[src/rtl/cam_pkg.sv]
// cam_pkg: shared types, default geometry and pixel conversion for the
// camera capture front end.
//   cap_state_t    capture FSM state (IDLE, SYNC, ACTIVE)
//   CAM_H_RES      default pixels per line
//   CAM_V_RES      default lines per frame
//   rgb565_to_444  folds an RGB565 byte pair into a 12-bit RGB444 pixel
package cam_pkg;

    localparam int CAM_H_RES = 320;
    localparam int CAM_V_RES = 240;

    typedef enum logic [1:0] {
        IDLE   = 2'd0,
        SYNC   = 2'd1,
        ACTIVE = 2'd2
    } cap_state_t;

    // The camera sends {R5,G6[5:3]} first, then {G6[2:0],B5}. Keep the top
    // four bits of each colour component.
    function automatic logic [11:0] rgb565_to_444(input logic [7:0] hi,
                                                  input logic [7:0] lo);
        return {hi[7:4], hi[2:0], lo[7], lo[4:1]};
    endfunction

endpackage

[src/rtl/cam_capture_rgb444_sync_edge.sv]
// sync_edge: two-flop synchroniser for one asynchronous level, plus a
// previous-value flop used for edge detection.
//   clk      system clock
//   reset    synchronous, active-high; clears all three flops
//   async_i  raw asynchronous input
//   level_o  synchronised level (second flop)
//   rise_o   one-cycle pulse on a synchronised 0->1 transition
//   fall_o   one-cycle pulse on a synchronised 1->0 transition
module sync_edge (
    input  logic clk,
    input  logic reset,
    input  logic async_i,
    output logic level_o,
    output logic rise_o,
    output logic fall_o
);

    logic s1_q;
    logic s2_q;
    logic s3_q;

    always_ff @(posedge clk) begin
        if (reset) begin
            s1_q <= 1'b0;
            s2_q <= 1'b0;
            s3_q <= 1'b0;
        end else begin
            s1_q <= async_i;
            s2_q <= s1_q;
            s3_q <= s2_q;
        end
    end

    assign level_o = s2_q;
    assign rise_o  = s2_q & ~s3_q;
    assign fall_o  = ~s2_q & s3_q;

endmodule

[src/rtl/cam_capture_rgb444.sv]
// cam_capture_rgb444: brings an OV7670-style parallel camera bus into the
// clk domain, packs RGB565 byte pairs into RGB444 pixels and writes them
// into a frame buffer, one single-cycle write per pixel.
//   clk, reset        system clock (>= 4x pclk); synchronous active-high reset
//   enable            capture armed (ignored once a frame is ACTIVE)
//   cam_pclk/vsync/href/data   raw asynchronous camera bus
//   wr_en/wr_addr/wr_data      frame-buffer write port, data = {R4,G4,B4}
//   frame_done        one-cycle pulse when a captured frame ends
//   frame_err         geometry status of the last completed frame
//   busy              high while a frame is being captured
module cam_capture_rgb444
    import cam_pkg::*;
#(
    parameter int H_RES  = CAM_H_RES,
    parameter int V_RES  = CAM_V_RES,
    parameter int ADDR_W = 17
) (
    input  logic              clk,
    input  logic              reset,
    input  logic              enable,
    input  logic              cam_pclk,
    input  logic              cam_vsync,
    input  logic              cam_href,
    input  logic [7:0]        cam_data,
    output logic              wr_en,
    output logic [ADDR_W-1:0] wr_addr,
    output logic [11:0]       wr_data,
    output logic              frame_done,
    output logic              frame_err,
    output logic              busy
);

    // Counters are one value wider than needed so that overrun (x > H_RES,
    // y > V_RES) is representable; they saturate at all-ones.
    localparam int X_W = $clog2(H_RES + 2);
    localparam int Y_W = $clog2(V_RES + 2);
    localparam logic [X_W-1:0] H_LIM = X_W'(H_RES);
    localparam logic [Y_W-1:0] V_LIM = Y_W'(V_RES);

    logic pclk_lvl, pclk_rise, pclk_fall;
    logic href_lvl, href_rise, href_fall;
    logic vs_lvl,   vs_rise,   vs_fall;

    sync_edge u_sync_pclk (.clk(clk), .reset(reset), .async_i(cam_pclk),
                           .level_o(pclk_lvl), .rise_o(pclk_rise), .fall_o(pclk_fall));
    sync_edge u_sync_href (.clk(clk), .reset(reset), .async_i(cam_href),
                           .level_o(href_lvl), .rise_o(href_rise), .fall_o(href_fall));
    sync_edge u_sync_vs   (.clk(clk), .reset(reset), .async_i(cam_vsync),
                           .level_o(vs_lvl),   .rise_o(vs_rise),   .fall_o(vs_fall));

    // Data takes the same two-flop path as pclk so the byte seen on a
    // synced pclk rise is the one the camera presented at that raw edge.
    logic [7:0] data_s1_q, data_s2_q;

    cap_state_t        state_q, state_d;
    logic [X_W-1:0]    x_q, x_d;
    logic [Y_W-1:0]    y_q, y_d;
    logic [ADDR_W-1:0] addr_q, addr_d;
    logic              phase_q, phase_d;
    logic [7:0]        hi_q, hi_d;
    logic              err_q, err_d;
    logic              wr_en_q, wr_en_d;
    logic [ADDR_W-1:0] wr_addr_q, wr_addr_d;
    logic [11:0]       wr_data_q, wr_data_d;
    logic              frame_done_q, frame_done_d;
    logic              frame_err_q, frame_err_d;

    always_ff @(posedge clk) begin
        if (reset) begin
            data_s1_q    <= '0;
            data_s2_q    <= '0;
            state_q      <= IDLE;
            x_q          <= '0;
            y_q          <= '0;
            addr_q       <= '0;
            phase_q      <= 1'b0;
            hi_q         <= '0;
            err_q        <= 1'b0;
            wr_en_q      <= 1'b0;
            wr_addr_q    <= '0;
            wr_data_q    <= '0;
            frame_done_q <= 1'b0;
            frame_err_q  <= 1'b0;
        end else begin
            data_s1_q    <= cam_data;
            data_s2_q    <= data_s1_q;
            state_q      <= state_d;
            x_q          <= x_d;
            y_q          <= y_d;
            addr_q       <= addr_d;
            phase_q      <= phase_d;
            hi_q         <= hi_d;
            err_q        <= err_d;
            wr_en_q      <= wr_en_d;
            wr_addr_q    <= wr_addr_d;
            wr_data_q    <= wr_data_d;
            frame_done_q <= frame_done_d;
            frame_err_q  <= frame_err_d;
        end
    end

    always_comb begin
        state_d      = state_q;
        x_d          = x_q;
        y_d          = y_q;
        addr_d       = addr_q;
        phase_d      = phase_q;
        hi_d         = hi_q;
        err_d        = err_q;
        wr_en_d      = 1'b0;
        wr_addr_d    = wr_addr_q;
        wr_data_d    = wr_data_q;
        frame_done_d = 1'b0;
        frame_err_d  = frame_err_q;

        case (state_q)
            IDLE: begin
                if (enable) state_d = SYNC;
            end
            SYNC: begin
                if (!enable) begin
                    state_d = IDLE;
                end else if (vs_fall) begin
                    x_d     = '0;
                    y_d     = '0;
                    addr_d  = '0;
                    phase_d = 1'b0;
                    err_d   = 1'b0;
                    state_d = ACTIVE;
                end
            end
            ACTIVE: begin
                if (vs_rise) begin
                    // Frame end wins over any line activity in this cycle; a
                    // partial line does not count towards y.
                    frame_done_d = 1'b1;
                    frame_err_d  = err_q | (y_q != V_LIM);
                    state_d      = enable ? SYNC : IDLE;
                end else begin
                    if (pclk_rise && href_lvl) begin
                        if (!phase_q) begin
                            hi_d    = data_s2_q;
                            phase_d = 1'b1;
                        end else begin
                            phase_d = 1'b0;
                            if (x_q < H_LIM && y_q < V_LIM) begin
                                wr_en_d   = 1'b1;
                                wr_addr_d = addr_q;
                                wr_data_d = rgb565_to_444(hi_q, data_s2_q);
                                addr_d    = addr_q + 1'b1;
                            end else begin
                                err_d = 1'b1;
                            end
                            if (x_q != '1) x_d = x_q + 1'b1;
                        end
                    end
                    // Line end sees the post-sample x/phase, so a sample in
                    // the same cycle is accounted for first.
                    if (href_fall) begin
                        if (x_d != H_LIM || phase_d) err_d = 1'b1;
                        x_d     = '0;
                        phase_d = 1'b0;
                        if (y_q != '1) y_d = y_q + 1'b1;
                    end
                end
            end
            default: state_d = IDLE;
        endcase
    end

    assign wr_en      = wr_en_q;
    assign wr_addr    = wr_addr_q;
    assign wr_data    = wr_data_q;
    assign frame_done = frame_done_q;
    assign frame_err  = frame_err_q;
    assign busy       = (state_q == ACTIVE);

endmodule

[config.mk]
export PLATFORM = sky130hd
export DESIGN_NAME = cam_capture_rgb444
export DESIGN_NICKNAME = d
export VERILOG_FILES = /design/src/rtl/cam_pkg.sv /design/src/rtl/cam_capture_rgb444_sync_edge.sv /design/src/rtl/cam_capture_rgb444.sv
export SDC_FILE = /design/constraint.sdc
export NUM_CORES = 1
export LEC_CHECK = 0
export CAP_MARGIN = 20
export CELL_PAD_IN_SITES_DETAIL_PLACEMENT = 0
export CELL_PAD_IN_SITES_GLOBAL_PLACEMENT = 1
export CORE_MARGIN = 2
export CORE_UTILIZATION = 45
export CTS_CLUSTER_DIAMETER = 80
export CTS_CLUSTER_SIZE = 14
export DETAILED_ROUTE_END_ITERATION = 8
export GPL_TIMING_DRIVEN = 0
export PLACE_DENSITY = 0.89
export SLEW_MARGIN = 10
export SYNTH_ARGS = -nofsm -noshare
export SYNTH_HDL_FRONTEND = slang
export SYNTH_SLANG_ARGS = --single-unit
[constraint.sdc]
create_clock -name clk -period 3.6 [get_ports clk]
set_input_delay 0.72 -clock clk [delete_from_list [all_inputs] [get_ports clk]]
set_output_delay 0.72 -clock clk [all_outputs]
set_load 0.02 [all_outputs]
## Yosys cells after proc, flatten, opt, wreduce, memory -nomap -nowiden

Cells that the tools add are included.

| cells by class | value |
|---|---|
| add/sub/neg operators | 3 |
| order comparisons | 2 |
| eq/ne operators | 17 |
| multiplexer cells | 47 |
| bitwise logic cells | 13 |
| reductions and logical operators | 14 |

Operators with widths:

| cell | number |
|---|---|
| 17-bit 2-to-1 mux | 6 |
| 9-bit 2-to-1 mux | 9 |
| 8-bit 2-to-1 mux | 5 |
| 17-bit case mux with 2 select lines | 1 |
| 9-bit inequality test, second input constant | 2 |
| 9-bit case mux with 2 select lines | 1 |
| 17-bit by 1-bit adder with 17-bit output, second input constant | 1 |
| 1-bit 2-to-1 mux | 17 |
| 8-bit inequality test, second input constant | 2 |
| 8-bit case mux with 2 select lines | 1 |
| 2-bit by 1-bit inequality test with 1-bit output, second input constant | 7 |
| 9-bit by 1-bit adder with 9-bit output, second input constant | 1 |
| 9-bit < comparator, second input constant | 1 |
| 8-bit by 1-bit adder with 8-bit output, second input constant | 1 |
| 8-bit < comparator, second input constant | 1 |
| 2-bit 2-to-1 mux | 4 |
| 1-bit inverter | 8 |
| 4-bit AND reduction | 2 |
| 7-bit AND reduction | 1 |
| 2-bit inequality test, second input constant | 3 |
| 2-bit case mux with 3 select lines | 1 |
| 6-bit AND reduction | 1 |
| 5-bit AND reduction | 1 |
| 5-bit OR reduction | 1 |
| other kinds (13) | 18 |

| word-level totals | value |
|---|---|
| flip-flop bits (word level) | 103 |
| input bits | 14 |
| output and inout bits | 33 |
| logic and storage cells | 119 |

## Logic depth before layout (Yosys ltp)

| depth | value |
|---|---|
| word-level depth | 12 |
| mapped depth | 8 |

## Hierarchy

Synthesis repeated with hierarchy kept, for this count alone.

| second synthesis, totals | value |
|---|---|
| cell total of the unflattened synthesis | 469 |
| area total of the unflattened synthesis | 4,137.7 sq um |

Modules (own cells, without submodules):

| module | times used | cells an instance | area each (sq um) |
|---|---|---|---|
| cam_capture_rgb444 | 1 | 445 | 3,863.7 |
| sync_edge | 3 | 8 | 91.3 |

## Least setup slack after synthesis

Ideal clock, no wire load.

| path | value |
|---|---|
| path kind | input port to flip-flop |
| start point | in enable |
| end point | reg addr_q[14] |
| arrival | 1.899 ns |
| data required time | 3.529 ns |
| setup slack | 1.631 ns |
| cell stages on the path | 4 |
| path buffers | 0 |
| cells stage by stage | a22oi_2 > or4_4 > or4_1 > a21oi_1 |

| on the way | value |
|---|---|
| longest elaborated chain between the ends | 2 |

Ends and longest elaborated chain:

| element | RTL line | text |
|---|---|---|
| start: declaration | cam_capture_rgb444.sv:20 | `input logic enable,` |
| 2-bit inequality test (no source line) | - |  |
| 7-bit AND reduction (no source line) | - |  |
| end signal: assignment | cam_capture_rgb444.sv:90 | `addr_q <= addr_d;` |
| end: declaration | cam_capture_rgb444.sv:58 | `logic [ADDR_W-1:0] addr_q, addr_d;` |

No other way between the ends.
A chain may end at the register's enable or synchronous reset.

## Worst setup path after layout

| path | value |
|---|---|
| start point | reg state_q[0] |
| end point | out busy |

| on the way | value |
|---|---|
| longest elaborated chain between the ends | 1 |

Ends and longest elaborated chain:

| element | RTL line | text |
|---|---|---|
| start: declaration | cam_capture_rgb444.sv:55 | `cap_state_t state_q, state_d;` |
| start signal: assignment | cam_capture_rgb444.sv:87 | `state_q <= state_d;` |
| 2-bit == test | cam_capture_rgb444.sv:176 | `assign busy = (state_q == ACTIVE);` |
| end: declaration | cam_capture_rgb444.sv:30 | `output logic busy` |

No other way between the ends.

==> impl_metrics.toml <==
[floorplanning]
rows = 34
coreArea_um2 = 8806
initial_utilization_pct = 46.93
ioPinCount = 47
die_width_um = 99.83
die_h_um = 99.83
dieArea_um2 = 9966

[setup_path]
crit_type = "reg2out"
ff2ff_path_depth = 6
critical_path.slowest_cell = "clkdlybuf4s50_1"
path_buf_inv = 3
cpLargestDelayFamily = "buffers and inverters"
cp_slowest_stage_delay_ns = 0.69
worstPathCellList = "nand2b_2 > inv_2 > clkbuf_1 > clkdlybuf4s50_1"
crit_fanout = 10
arrival_ns = 2.17
end_kind = "output port"
cp.depth = 4
startpoint_type = "flip-flop"
worst_ep_required_time_ns = 2.88

[synthesis]
synth_edf_count = 0
synth_top_area_share_pct = 49.41
ys_top_cells_by_area = "dfxtp_1, nand2_1, a21oi_1"
ys_warn_count = 0
syn_area_per_cell_um2 = 8.756
seq_area_frac_synth_pct = 49.41
async_reset_ff_share_pct = 0
synthCells = 472
yosys_most_used_dff = "dfxtp_1"
ys_types = 57
syn-num-nets = 491
netlist_area_um2 = 4133
yosysTopAreaCell = "dfxtp_1"
ys_seq_elements = 102

[run_status]
status = "finished, final reports clean"

[placement]
port_buffers = 45
dp_hpwl_mm = 6.475
place.gp.congestion = 0.8623
dpl.cell_count = 625

[routing]
ant_nets = 0
wl_mm = 8.866
first_iter_violations = 119
drt-wirelength-per-cell_um = 13.83
first_pass_iters = 4
vias_per_cell = 5.367
drc_errors = 0
num_vias = 3440

[sta]
whs_ns = 0.4512
slew-limit-headroom_pct = 43.47
period_needed_ns = 2.893
rsz0062_at_grt = "no"
hold_viol = 0
finalCritPeriodShare_pct = 80.35
tightest_slew_ns = 0.8448
setup_violations = 0
slew_violations = 0
tns_ns = 0
fin_skew_ns = 0.01882
max_freq_mhz = 345.7

[clock_tree]
post-cts-setup-buffer-count = 0
cts_buffer_depth = 2
numCtsBuffers = 9
clk_pin_slew_ns = 0.11
insertion_delay_ns = 0.37
clockRootBuffer = "clkbuf_8"
ctsResizeCount = 0
hold_buffers = 0
cts_sinks = 102
tritoncts = "done"
cts_htree_levels = 3

[power_and_ir_drop]
cellPowerDensity_nw_per_um2 = 391.6
peakVddDrop_uv = 241.6
cellLeakagePower_nw = 1.596

[finish]
area_delta_synth_final_pct = 19.38
drive_above_1_share_pct = 6.004
final_cell_mix = "dfxtp_1, nand2_1, a21oi_1, clkdlybuf4s50_1, nor2_1"
layout_commonest_cell = "dfxtp_1"
n_antenna_cell = 0
nets = 547
stdcell_count = 641

[global_route]
first_global_vias = 3295
gr-total-overflow = 0
grt_max_degree = 22
grt_pass1_wl_mm = 15.27
track_usage_pct = 19.01
antenna_found_initial = 0

[hold_path]
hold_path.class = "reg2reg"
min_path_cells = 1

[flow_run]
cap_violations = 0
==> worst reg2reg max path, delay by kind of cell, from the launching register on <==
family / cells / cell delay (ns)
and+or+nand+nor: 3 / 0.80
AOI/OAI and AO/OA: 1 / 0.30
buffers and inverters: 1 / 0.30
DFF: 1 / 0.33
muxes: 1 / 0.39
==> stage by stage <==
stage | cell area [um2] | power, mW | setup slack, ns | util, %
detailed placement | 4718 | 1.228 | 0.8620 | 53.58
global placement | 4718 | 1.226 | 0.8901 | 53.58
floorplan | 4133 | 1.201 | 1.631 | -
CTS | 4933 | 1.955 | 0.6755 | 56.02
finish | 4933 | 1.932 | 0.7073 | 56.02
global route | 4933 | 2.005 | 0.5657 | 56.02
==> path summary, 6_finish.rpt <==
check | startpoint | end | slack [ns]
max | state_q[0]$_SDFFE_PP0P_ | busy | 0.71
min | data_s1_q[1]$_SDFF_PP0_ | data_s2_q[1]$_SDFF_PP0_ | 0.45
max reg2reg | x_q[2]$_SDFFE_PP0P_ | err_q$_SDFFE_PP0P_ | 1.37
min reg2reg | data_s1_q[1]$_SDFF_PP0_ | data_s2_q[1]$_SDFF_PP0_ | 0.45
==> cell usage after synthesis, types with 4 or more instances <==
cell type  count
a2111oi_0      6
a21oi_1       45
nor2b_1       25
inv_1         13
or4_1          5
nand3_1       17
xnor2_1       12
o31ai_1        5
nor2_1        40
ha_1           5
nand2b_1       4
nand2_1       79
nor4_1         8
nor3_1         4
dfxtp_1      102
clkbuf_1      23
o21ai_0        7
mux2i_1       10
nand4_1        4
==> cell families (layout without fill, tap and decap cells) <==
kind of cell               Yosys count  count (layout)  synth area share [%]
and+or+nand+nor                    205             205                 24.19
DFF                                102             102                 49.41
AOI/OAI and AO/OA                   94              94                 15.23
buffers and inverters               40             101                 3.724
xor gates and xnor gates            14              14                 2.967
muxes                               12              12                 2.967
adders and majority gates            5               5                 1.514
==> state kept, by name, summed over array words and instances (netlist names) <==
signal               cells
frame_done               1
x_q                      9
u_sync_pclk.s3_q         1
hi_q                     7
u_sync_vs.s1_q           1
state_q                  2
u_sync_vs.level_o        1
y_q                      8
phase_q                  1
u_sync_pclk.s1_q         1
u_sync_href.s1_q         1
u_sync_vs.s3_q           1
u_sync_href.level_o      1
frame_err                1
data_s2_q                8
addr_q                  17
wr_en                    1
u_sync_pclk.level_o      1
u_sync_href.s3_q         1
err_q                    1
wr_addr                 17
wr_data                 12
data_s1_q                8
==> metal layers <==
| layer | track usage (%) | wire length (um) | up-vias |
|---|---|---|---|
| met5 | 0 | 0 | - |
| met4 | 7.165 | 179 | 0 |
| met3 | 5.014 | 338 | 14 |
| met2 | 31.76 | 4340 | 66 |
| met1 | 23.63 | 4007 | 1609 |
| li1 | - | - | 1751 |
==> cell type report <==
type,instances,area (um2)
Buffer,26,101.3
Clock buffer,9,123.9
Clock inverter,7,91.34
Fill cell,807,3872
Inverter,14,52.55
Multi-Input combinational cell,330,1937
Sequential cell,102,2042
Tap cell,108,135.1
Timing Repair Buffer,45,450.4
==> power breakdown <==
group / internal [mW] / total, mW / switching, mW
Combinational: 0.0243 / 0.0562 / 0.0319
Clock: 0.279 / 0.730 / 0.451
Sequential: 1.14 / 1.15 / 0.00459
Total: 1.44 / 1.93 / 0.487
Note: power is estimated with default switching activity, not from simulation.
